### src/rtl/uart_tx.sv
// Memory-mapped 8N1 UART transmitter: a single-entry request register feeds a small byte FIFO.
// A start/data/stop serialiser drains the FIFO, clocked by a baud counter derived from the core clock.
module uart_tx #(
  parameter int unsigned clks_per_bit = 433,
  parameter int unsigned fifo_depth   = 4
) (
  input  logic        clock,
  input  logic        reset,
  input  logic        uart_valid,
  input  logic        uart_instr,
  input  logic [31:0] uart_addr,
  input  logic [31:0] uart_wdata,
  input  logic [3:0]  uart_wstrb,
  output logic [31:0] uart_rdata,
  output logic        uart_ready,
  output logic        uart_txd
);

  localparam int unsigned aw = $clog2(fifo_depth);
  localparam int unsigned bw = $clog2(clks_per_bit + 1);
  localparam logic [bw-1:0] baud_max = bw'(clks_per_bit);

  typedef enum logic [1:0] {IDLE, START, DATA, STOP} state_t;

  state_t          state, state_next;
  logic            pend;
  logic [7:0]      pend_byte;
  logic [3:0]      pend_strb;
  logic [7:0]      mem [fifo_depth];
  logic [aw:0]     wptr, rptr;
  logic            empty, full, busy, push, pop, bit_end;
  logic [7:0]      shift;
  logic [2:0]      bit_idx;
  logic [bw-1:0]   baud_cnt;
  logic            unused;

  // Address and fetch flag carry no information inside the UART window.
  assign unused = ^{uart_instr, uart_addr, uart_wdata[31:8]};

  always_ff @(posedge clock or posedge reset) begin
    if (reset) begin
      pend      <= 1'b0;
      pend_byte <= '0;
      pend_strb <= '0;
    end else if (!pend) begin
      if (uart_valid) begin
        pend      <= 1'b1;
        pend_byte <= uart_wdata[7:0];
        pend_strb <= uart_wstrb;
      end
    end else if (uart_ready) begin
      pend <= 1'b0;
    end
  end

  assign empty = (wptr == rptr);
  assign full  = (wptr[aw] != rptr[aw]) && (wptr[aw-1:0] == rptr[aw-1:0]);
  assign busy  = (state != IDLE) || !empty;

  always_ff @(posedge clock or posedge reset) begin
    if (reset) begin
      wptr <= '0;
      rptr <= '0;
    end else begin
      if (push) wptr <= wptr + (aw+1)'(1);
      if (pop)  rptr <= rptr + (aw+1)'(1);
    end
  end

  // NOTE: the storage array has no reset; occupancy lives in the pointers, so stale bytes are never read.
  always_ff @(posedge clock) begin
    if (push) mem[wptr[aw-1:0]] <= pend_byte;
  end

  // A full FIFO can still accept the pending byte in the cycle the serialiser pops.
  always_comb begin
    // NOTE: every output of a combinational block gets a default first, so no latch is inferred.
    push       = 1'b0;
    uart_ready = 1'b0;
    uart_rdata = '0;
    if (pend) begin
      if (pend_strb == 4'h0) begin
        uart_ready = 1'b1;
        uart_rdata = {29'b0, empty, full, busy};
      end else if (!pend_strb[0]) begin
        uart_ready = 1'b1;
      end else if (!full || pop) begin
        uart_ready = 1'b1;
        push       = 1'b1;
      end
    end
  end

  assign bit_end = (baud_cnt == baud_max);

  always_ff @(posedge clock or posedge reset) begin
    if (reset) state <= IDLE;
    else       state <= state_next;
  end

  always_comb begin
    state_next = state;
    unique case (state)
      IDLE:    if (!empty) state_next = START;
      START:   if (bit_end) state_next = DATA;
      DATA:    if (bit_end && bit_idx == 3'd7) state_next = STOP;
      STOP:    if (bit_end) state_next = empty ? IDLE : START;
      default: state_next = IDLE;
    endcase
  end

  always_comb begin
    uart_txd = 1'b1;
    pop      = 1'b0;
    unique case (state)
      IDLE:    pop = !empty;
      START:   uart_txd = 1'b0;
      DATA:    uart_txd = shift[0];
      STOP:    pop = bit_end && !empty;
      default: ;
    endcase
  end

  always_ff @(posedge clock or posedge reset) begin
    if (reset) begin
      shift    <= '0;
      bit_idx  <= '0;
      baud_cnt <= '0;
    end else if (pop) begin
      shift    <= mem[rptr[aw-1:0]];
      bit_idx  <= '0;
      baud_cnt <= '0;
    end else if (state != IDLE) begin
      if (bit_end) begin
        baud_cnt <= '0;
        if (state == DATA) begin
          shift   <= shift >> 1;
          bit_idx <= bit_idx + 3'd1;
        end
      end else begin
        baud_cnt <= baud_cnt + bw'(1);
      end
    end
  end

endmodule

### config.mk
export PLATFORM = sky130hd
export DESIGN_NAME = uart_tx
export DESIGN_NICKNAME = d
export VERILOG_FILES = /design/src/rtl/uart_tx.sv
export SDC_FILE = /design/constraint.sdc
export NUM_CORES = 1
export LEC_CHECK = 0
export CORE_UTILIZATION = 45
export DETAILED_ROUTE_END_ITERATION = 10
export PLACE_DENSITY = 0.81
export SETUP_SLACK_MARGIN = 0.2
export SYNTH_ARGS = -nofsm -noshare
export SYNTH_HDL_FRONTEND = slang
export SYNTH_SLANG_ARGS = --single-unit
### constraint.sdc
create_clock -name clock -period 4.7 [get_ports clock]
set_input_delay 1.175 -clock clock [delete_from_list [all_inputs] [get_ports clock]]
set_output_delay 1.175 -clock clock [all_outputs]
set_load 0.05 [all_outputs]
Yosys cells after proc, flatten, opt, wreduce, memory -nomap -nowiden
Memories as Yosys holds them, arrays and structs flattened. Cells that the tools add are included.

Memories kept: 1. Logic and storage cells: 76. Output and inout port bits: 34. Bits in registers: 41. Memory bits (writable): 32.

Memory list: mem (words 4, width 8, read ports 1, clocked after Yosys merged registers in 0, write ports 1, RTL line 29) `logic [7:0] mem [fifo_depth];`.

Muxes and demuxes: 33. Bitwise operators: 1. Reductions and logical operators: 16. Equal/unequal tests: 12. $add $sub $neg: 4.

Operator list (number): $mux 8 (4); $mux 9 (3); $mux 3 (6); $mux 1 (13); $add 3x1->3 const B (3); $add 9x1->9 const B (1); $eq 9x9->1 const B (1); $mux 2 (4); $ne 2x2->1 const B (4); $pmux 2 s4 (1); $reduce_bool 2->1 (4); $eq 2x2->1 const B (2); $logic_not 4->1 (1); $pmux 1 s2 (2); $reduce_and 4->1 (1); $eq 3x3->1 (1); $eq 3x3->1 const B (1); $logic_and 1x1->1 (3); $reduce_and 3->1 (1); $eq 2x1->1 const B (1); $eq 2x2->1 (1); $logic_not 1->1 (2); $logic_not 2->1 (1); $logic_or 1x1->1 (2); other kinds (3) (3).

Depth between registers and ports, before layout
Gate-level depths: netlist of run 1.

Word-level depth: 11. Mapped depth: 8. Depth with buffers taken out: 7.

Least setup slack after synthesis of run 1
No wires, ideal clock.

Path type: register to output. From: register state[0]. To: output port uart_rdata[0]. Arrival time: 1929 ps. Stages on the path, launching flop included: 6. Setup slack: 1596 ps. Path through: dfrtp_1 -> inv_1 -> ha_1 -> buf_1 -> clkbuf_1 -> a21oi_1.

Cells in the longest elaborated chain, start to end: 4.

RTL lines: start, declared (RTL line 25) `state_t state, state_next;`; start signal, assigned (RTL line 98) `else state <= state_next;`; $reduce_bool 2->1 (RTL line 58) `assign busy = (state != IDLE) || !empty;`; $logic_or 1x1->1 (RTL line 58); $mux 3 (RTL line 82) `if (pend_strb == 4'h0) begin`; $mux 3 (RTL line 81) `if (pend) begin`; end, declared (RTL line 14) `output logic [31:0] uart_rdata,`.

Every way passes these cells.

Final worst setup path of run 1
From: register state[0]. To: output port uart_ready.

Cells in the longest elaborated chain, start to end: 7.

RTL lines: $eq 2x2->1 or $logic_not 2->1 (tied branches) (RTL line 115) `unique case (state)`; $pmux 1 s2 (*) (RTL line 115); $logic_or 1x1->1 (*) (RTL line 87) `end else if (!full || pop) begin`; $mux 1 (*) (RTL line 87); $mux 1 (*) (RTL line 85) `end else if (!pend_strb[0]) begin`; $mux 1 (*) (RTL line 82); $mux 1 (*) (RTL line 81); end, declared (RTL line 15) `output logic uart_ready,`.

Mark *: on every way between the ends. The rest lies on a longest branch, timed or not.

==> run_results.csv, run 1 <==
group,metric,value,unit
critical_path,r2r_slack,2.16,ns
drt,vias_per_cell,5.03,
global_route,grt_pass1_wl,9600,um
floorplanning,start_util,46.8,%
critical_path,end_kind,"output pin",
critical_path,crit_slowest_cell,"clkdlybuf4s50_1",
logic_synthesis,synth_cell_types,50,
drt,highest_layer,"met4",
drt,dr.pass1.iters,4,
drt,wl_per_cell,14.6,um
clock_network,holdBufCountCts,0,
drt,vias,1958,
logic_synthesis,yosysSeqAreaShare,54.7,%
floorplanning,die_area,8430,sq um
placement,portBuffers,19,
timing,min_period,4.12,ns
timing,hold_viol,0,
timing,skew,0.00853,ns
logic_synthesis,ys_warn_count,0,
cells_and_area,area_delta_synth_final,11.1,%
logic_synthesis,ys_ff_latch,73,
timing,slew_headroom,21.7,%
cells_and_area,final_cell_mix,"dfrtp_1 (41), edfxtp_1 (32), conb_1 (29)",
cells_and_area,diodes,0,
global_route,grt_max_degree,42,
cells_and_area,finalInstanceArea,4030,sq um
power,p_clk_share,22.8,%
clock_network,htree_levels,3,
drt,wl_met2,3010,um
critical_path,critical_path_class,"flop to output pin",
drt,routed-wl-met3,174,um
critical_path,timing.rr.end,"mem[3][6]",
power,switching_share,38.1,%
critical_path,crit_fanout,15,
placement,place_ws,0.955,ns
clock_network,root_buffer,"clkbuf_8",
run,maxCapViolations,0,
cells_and_area,final_common_cell,"dfrtp_1",
power,pwr_density_cell,644,nW/um^2
min_path,hold_path_class,"flop to flop",
clock_network,worstSkewPairLatency,0.34,ns
timing,rsz0062_at_grt,"false",
clock_network,post_cts_buffers,0,
clock_network,cts_tree,"yes",
timing,drv_slew,0,
cells_and_area,drive_gt1_share,20.6,%
clock_network,cts_buffers,9,
cells_and_area,fill_cells,635,
placement,place.gp.congestion,0.714,
global_route,antenna_found_initial,0,
outcome,status,"finished clean",
floorplanning,die_y,91.8,um
drt,wl,5670,um
power,power.share.sequential,37.6,%
power,ir_drop,0.328,mV
timing,worst_pin_slew,1.17,ns
timing,max_freq,243,MHz
global_route,grtUsageTotal,14.9,%
power,power_leakage,1.61,nW
global_route,grt_remaining_overflow,0,
power,pwr-share-comb,39.6,%
timing,fin_crit_sh,87.6,%
cells_and_area,nNetsFinal,369,
critical_path,path_buf_inv,2,
floorplanning,io_pins,106,
placement,dpl_cell_area,3790,sq um
timing,setup_violations,0,
critical_path,cpPeakStageDelay,0.80,ns
power,p_int,1.61,mW
critical_path,reg2reg_from,"state[0]",
global_route,first_global_vias,2035,
drt,drt_iter0_drc,100,
clock_network,cts_resized,0,
clock_network,clk_path_buf_depth,2,
critical_path,cp_top_family,"buffers and inverters",
critical_path,arrival,2.94,ns
power,power.switching,0.990,mW
logic_synthesis,avgSynthCellArea,13.9,sq um
timing,holdWs,0.508,ns
power,fin_total_pwr,2.60,mW
drt,wirelength_met1,2460,um
clock_network,cts_sinks,73,
logic_synthesis,synth_area,3630,sq um
critical_path,r2r_cells,5,
critical_path,setup.worst_path.end,"uart_ready",
timing,setup_tns,0,ns
clock_network,clk_pin_slew,0.08,ns
critical_path,crit_cells,6,
drt,drc,0,
critical_path,setup.worst_path.start,"state[0]",
critical_path,path_cells,"inv_1 > ha_1 > a41oi_4 > o211ai_2 > o21a_1 > clkdlybuf4s50_1",
floorplanning,coreArea,7770,sq um
timing,setup_ws,0.581,ns
critical_path,worstPathRequired,3.52,ns
drt,ant_nets,0,
floorplanning,rows,32,
placement,dp_hpwl,3800,um
critical_path,cp-start-kind,"flop",
floorplanning,die_x,91.8,um
logic_synthesis,postSynthCellCount,261,
## worst min path at each step
stage | slack (ns) | depth (start not counted) | from | endpoint
global placement | 0.49 | 0 | pend_byte[4] | mem[1][4]
global route | 0.54 | 0 | pend_byte[6] | mem[1][6]
detailed placement | 0.49 | 1 | bit_idx[2] | bit_idx[2]
floorplan | 0.47 | 1 | bit_idx[1] | bit_idx[1]
finish | 0.51 | 1 | bit_idx[2] | bit_idx[2]
CTS | 0.51 | 1 | bit_idx[2] | bit_idx[2]
## metal layers
layer | vias up | GRT usage, %
met5 | - | 0
met4 | 0 | 5.60
met3 | 6 | 3.98
met2 | 42 | 25.8
met1 | 980 | 17.8
li1 | 930 | -
## final cells by class
class | instances | area, sq um | share of cell area (%)
repair buffers | 21 | 205 | 5.09
well taps | 102 | 128 | 3.16
inverters | 10 | 37.5 | 0.931
clock inverters | 6 | 116 | 2.88
flip-flops and latches | 73 | 1990 | 49.3
multi-input cells | 168 | 1440 | 35.6
clock buffers | 9 | 124 | 3.07
## kinds of logic (layout without fill, tap and decap cells)
kind of cell	after synthesis	in the layout	synth area share (%)
XOR/XNOR	14	14	4.00
buffers and inverters	48	46	8.65
AO/OA/AOI/OAI	42	42	11.2
flip-flops	73	73	54.7
AND/OR/NAND/NOR	47	47	6.96
multiplexers	22	22	9.61
adder cells (fa/ha/maj)	14	14	4.82
other	1	29	0.103
## power by group through the flow
stage | Clock (mW) | Sequential [mW] | Combinational [mW]
after global routing | 0.628 | 1.00 | 1.13
after detailed placement | 0 | 0.991 | 1.03
final | 0.592 | 0.978 | 1.03
after floorplan | 0 | 0.944 | 0.930
after CTS | 0.601 | 0.979 | 1.04
after global placement | 0 | 0.982 | 0.998
## sequential cells by signal, summed over array words and instances (netlist names)
name,count
wptr,3
bit_idx,3
baud_cnt,9
rptr,3
pend_byte,8
pend,1
shift,8
pend_strb,4
mem,32
state,2
## cells in the mapped netlist, drive strengths merged
master	n	share of area [%]
a211oi	4	1.4
a221o	1	0.28
a22oi	1	0.21
nor2	12	1.4
or2	1	0.17
edfxtp	32	26
a32o	1	0.28
o22ai	7	1.2
a21oi	5	0.69
or3	1	0.17
and2	2	0.34
ha	14	4.8
clkbuf	3	0.31
a41oi	1	0.76
a41o	1	0.28
mux4	8	5.0
nor3	1	0.28
nand2	13	1.3
and3	6	1.0
o31ai	3	1.1
mux2	13	4.0
a22o	3	0.72
o21ai	5	0.90
xor2	4	1.6
inv	10	1.0
a2bb2oi	7	2.4
o211ai	1	0.34
nand3	3	0.41
nand4	1	0.17
o21a	2	0.62
xnor2	10	2.4
and4bb	1	0.34
mux2i	1	0.62
nor2b	5	1.1
dfrtp	41	28
nor4	1	0.17
buf	35	7.3
conb	1	0.10
## through the flow
| stage | util (%) | instances |
|---|---|---|
| after floorplan | - | 289 |
| after global placement | 48.8 | 374 |
| after detailed placement | 48.8 | 374 |
| after CTS | 51.9 | 389 |
| after global routing | 51.9 | 389 |
| final | 51.9 | 389 |
No activity file was read; power rests on OpenSTA's default activity.
==> run 2, diff against run 1 <==
- PLACE_DENSITY: 0.81 -> 0.77
==> run_results.csv, run 2 (same netlist as run 1, synthesis figures left out) <==
group,metric,value,unit
clock_network,root_buffer,"clkbuf_8",
critical_path,setup.worst_path.start,"state[0]",
timing,drv_slew,0,
clock_network,cts_buffers,9,
cells_and_area,final_cell_count_no_fill,390,
placement,dp_hpwl,3860,um
critical_path,worstPathRequired,3.52,ns
placement,place.gp.congestion,0.750,
timing,rsz0062_at_grt,"false",
min_path,hold_path.startpoint,"pend_strb[3]",
critical_path,critical_path_class,"flop to output pin",
critical_path,crit_fanout,15,
floorplanning,coreArea,7770,sq um
timing,fin_crit_sh,87.6,%
floorplanning,start_util,46.8,%
drt,highest_layer,"met4",
drt,wl_met2,2950,um
clock_network,cts_sinks,73,
timing,setup_violations,0,
drt,wl_per_cell,14.2,um
global_route,grt_max_degree,42,
drt,drt_iter0_drc,123,
timing,min_period,4.12,ns
critical_path,end_kind,"output pin",
global_route,antenna_found_initial,0,
timing,hold_viol,0,
clock_network,clk_pin_slew,0.08,ns
critical_path,reg2reg_from,"rptr[1]",
cells_and_area,fin_util,51.7,%
floorplanning,die_y,91.8,um
timing,max_freq,243,MHz
critical_path,cp-start-kind,"flop",
floorplanning,rows,32,
timing,setup_tns,0,ns
floorplanning,io_pins,106,
cells_and_area,final_common_cell,"dfrtp_1",
cells_and_area,final_cell_mix,"dfrtp_1 (41), edfxtp_1 (32), conb_1 (29)",
clock_network,holdBufCountCts,0,
timing,skew,0.0144,ns
drt,vias,1967,
clock_network,cts_resized,0,
global_route,grtUsageTotal,14.7,%
min_path,hold_path_class,"flop to flop",
outcome,status,"finished clean",
timing,worst_pin_slew,1.11,ns
power,pwr_density_cell,633,nW/um^2
drt,routed-wl-met3,159,um
global_route,grt_pass1_wl,9570,um
clock_network,cts_tree,"yes",
floorplanning,die_area,8430,sq um
cells_and_area,drive_gt1_share,20.5,%
power,ir_drop,0.328,mV
clock_network,htree_levels,3,
clock_network,post_cts_buffers,0,
timing,slew_headroom,25.5,%
drt,vias_per_cell,5.04,
cells_and_area,nNetsFinal,369,
critical_path,arrival,2.94,ns
drt,ant_nets,0,
power,fin_total_pwr,2.54,mW
clock_network,clk_path_buf_depth,2,
power,power_leakage,1.59,nW
global_route,grt_remaining_overflow,0,
placement,portBuffers,19,
drt,wl,5540,um
drt,wirelength_met1,2370,um
drt,drc,0,
cells_and_area,diodes,0,
cells_and_area,largest_reg_flops,32,
run,maxCapViolations,0,
placement,placed_cells,374,
clock_network,worstSkewPairLatency,0.34,ns
drt,dr.pass1.iters,4,
global_route,first_global_vias,1988,
floorplanning,die_x,91.8,um
cells_and_area,area_delta_synth_final,10.5,%
[run 2: changes by cell type in the layout (fill, tap and decap cells not counted)]
cell,before,now
clkinvlp_4,0,2
bufinv_16,3,2
inv_6,1,0
clkbuf_1,0,1
[run 2: final cells by class]
cell class | instances | area [sq um]
fillers | 652 | 3750
multi-input cells | 168 | 1440
flip-flops and latches | 73 | 1990
inverters | 10 | 37.5
well taps | 102 | 128
repair buffers | 21 | 205
clock inverters | 6 | 92.6
clock buffers | 10 | 128
[run 2: worst paths after layout]
check / endpoint / slack [ns] / cells after the start
worst max-delay path: uart_ready / 0.58 / 6
worst min-delay path: pend_strb[3] / 0.51 / 1
min in group asynchronous: baud_cnt[0] / 1.26 / 3
max in group asynchronous: pend_byte[2] / 3.06 / 3
worst min register to register: pend_strb[3] / 0.51 / 1
worst max register to register: bit_idx[0] / 2.13 / 5
[run 2: worst max-delay path: stages (launching register included)]
cell and delay, ns:
dfrtp_1 0.45, inv_1 0.13, ha_1 0.66, a41oi_4 0.12
o211ai_2 0.30, o21a_1 0.15, clkdlybuf4s50_1 0.79
[run 2: report_power, final]
group          internal, mW  leakage, nW  switching [mW]
sequential            0.837        0.787           0.142
combinational         0.419        0.701           0.601
clock                 0.301        0.103           0.240
[run 2: per-stage QoR]
stage / instance area [sq um] / worst slack [ns] / hold WS, ns
final: 4010 / 0.583 / 0.514
after global routing: 4010 / 0.461 / 0.537
after CTS: 4010 / 0.567 / 0.515
after global placement: 3790 / 1.01 / 0.488
after floorplan: 3740 / 1.60 / 0.470
after detailed placement: 3790 / 0.955 / 0.494
[run 2: layer usage]
metal	vias up	track usage, %
met4	0	5.47
met3	8	3.23
li1	934	-
met5	-	0
met2	46	25.4
met1	979	18.0
==> run 3, diff against run 2 <==
- RECOVER_POWER: unset -> 25
- SLEW_MARGIN: unset -> 25
- clock period: 4.7 -> 3.8 ns (I/O delays scaled with it)
==> run_results.csv, run 3 (same netlist as run 1, synthesis figures left out) <==
group,metric,value,unit
drt,vias,1992,
clock_network,worstSkewPairLatency,0.34,ns
cells_and_area,drive_gt1_share,21.3,%
global_route,first_global_vias,1991,
critical_path,cpPeakStageDelay,0.80,ns
power,power_leakage,1.60,nW
global_route,grt_remaining_overflow,0,
min_path,hold_path_class,"flop to flop",
clock_network,clk_pin_slew,0.08,ns
floorplanning,coreArea,7770,sq um
timing,worst_pin_slew,0.812,ns
timing,hold_viol,0,
drt,wl,5700,um
timing,setup_tns,0,ns
cells_and_area,area_delta_synth_final,9.82,%
global_route,grtUsageTotal,15.0,%
clock_network,cts_tree,"yes",
timing,min_period,3.31,ns
clock_network,cts_sinks,73,
drt,drc,0,
timing,drv_slew,0,
critical_path,path_buf_inv,1,
cells_and_area,fin_util,51.4,%
clock_network,clk_path_buf_depth,2,
floorplanning,die_area,8430,sq um
cells_and_area,final_common_cell,"dfrtp_1",
critical_path,cp_top_family,"buffers and inverters",
placement,portBuffers,19,
critical_path,crit_slowest_cell,"clkdlybuf4s50_1",
critical_path,crit_fanout,5,
critical_path,arrival,2.36,ns
run,maxCapViolations,0,
clock_network,cts_buffers,9,
clock_network,root_buffer,"clkbuf_8",
global_route,use_met2,25.0,%
timing,slew_headroom,45.8,%
global_route,gr-max-usage-layer,"met2",
placement,dp_hpwl,3990,um
timing,max_freq,302,MHz
floorplanning,die_x,91.8,um
power,pwr_density_cell,762,nW/um^2
drt,ant_nets,0,
floorplanning,die_y,91.8,um
clock_network,htree_levels,3,
critical_path,end_kind,"output pin",
cells_and_area,final_cell_mix,"dfrtp_1 (41), edfxtp_1 (32), conb_1 (29)",
global_route,grt_max_degree,23,
global_route,antenna_found_initial,0,
timing,setup_violations,0,
drt,dr.pass1.iters,4,
cells_and_area,largest_reg_flops,32,
drt,wl_per_cell,14.5,um
critical_path,critical_path_class,"flop to output pin",
global_route,grt_pass1_wl,9650,um
drt,vias_per_cell,5.07,
floorplanning,io_pins,106,
cells_and_area,nNetsFinal,372,
clock_network,holdBufCountCts,0,
floorplanning,start_util,46.8,%
global_route,use_met1,18.8,%
cells_and_area,diodes,0,
floorplanning,rows,32,
power,ir_drop,0.397,mV
placement,place.gp.congestion,0.764,
timing,rsz0062_at_grt,"false",
timing,fin_crit_sh,87.1,%
timing,skew,0.0138,ns
critical_path,path_cells,"xor2_2 > nor3_2 > and3_1 > clkdlybuf4s50_1",
critical_path,cp-start-kind,"flop",
timing,holdWs,0.515,ns
critical_path,worstPathRequired,2.85,ns
drt,drt_iter0_drc,124,
outcome,status,"finished clean",
global_route,grtUsageMet3,3.98,%
==> run 3: cell count changes in the layout (fill, tap and decap cells not counted) <==
cell	previous run	this run
clkinv_1	0	1
clkinv_2	0	2
dlygate4sd3_1	0	1
bufinv_16	2	0
clkdlybuf4s50_1	19	17
clkinv_4	2	1
dlymetal6s2s_1	0	1
clkbuf_1	1	0
buf_4	2	5
inv_6	0	1
==> run 3: cell type report <==
cell class,count,area (sq um)
Clock buffer,9,124
Clock inverter,7,46.3
Sequential cell,73,1990
Timing Repair Buffer,24,230
Tap cell,102,128
Multi-Input combinational cell,168,1440
Fill cell,652,3780
Inverter,10,37.5
==> run 3: worst reg2reg max path: stages, from the launching register on <==
cell     delay (ns)
dfrtp_1        0.43
xor2_2         0.24
o31ai_4        0.72
mux2i_4        0.38
nor2b_4        0.24
mux2_2         0.27
==> run 3: power by group <==
part / leakage (nW) / total [mW] / internal [mW] / switching, mW
logic: 0.729 / 1.31 / 0.532 / 0.776
registers: 0.787 / 1.20 / 1.04 / 0.164
clock network: 0.0830 / 0.532 / 0.235 / 0.297
total: 1.60 / 3.04 / 1.80 / 1.24
==> run 3: stage by stage <==
step / instance area, sq um / total power, mW / cells / setup WS, ns
floorplan: 3740 / 2.32 / 289 / 0.921
global placement: 3820 / 2.47 / 377 / 0.662
detailed placement: 3820 / 2.53 / 377 / 0.639
CTS: 3990 / 3.07 / 393 / 0.261
global route: 3990 / 3.23 / 393 / 0.378
finish: 3990 / 3.04 / 393 / 0.489
==> run 3: routing by layer <==
layer / part of all wire, % / wire, um
met1: 44 / 2500
met2: 52 / 2990
met3: 2.8 / 159
met4: 0.86 / 49
met5: 0 / 0
==> run 3: path summary, 6_finish.rpt <==
path | startpoint | endpoint | slack (ns) | depth (start not counted)
min reg2reg | pend_strb[2] | pend_strb[2] | 0.52 | 1
min | pend_strb[2] | pend_strb[2] | 0.52 | 1
max reg2reg | rptr[2] | bit_idx[0] | 1.42 | 5
max in group asynchronous | reset | pend_byte[6] | 1.81 | 3
min in group asynchronous | reset | state[1] | 1.20 | 2
max | rptr[2] | uart_rdata[2] | 0.49 | 4
==> run 3: repair_timing <==
action                     in CTS  in global routing
gates resized for setup         0                  1
setup endpoints to repair       0                  1
setup buffers                   0                  0
hold endpoints to repair        0                  0
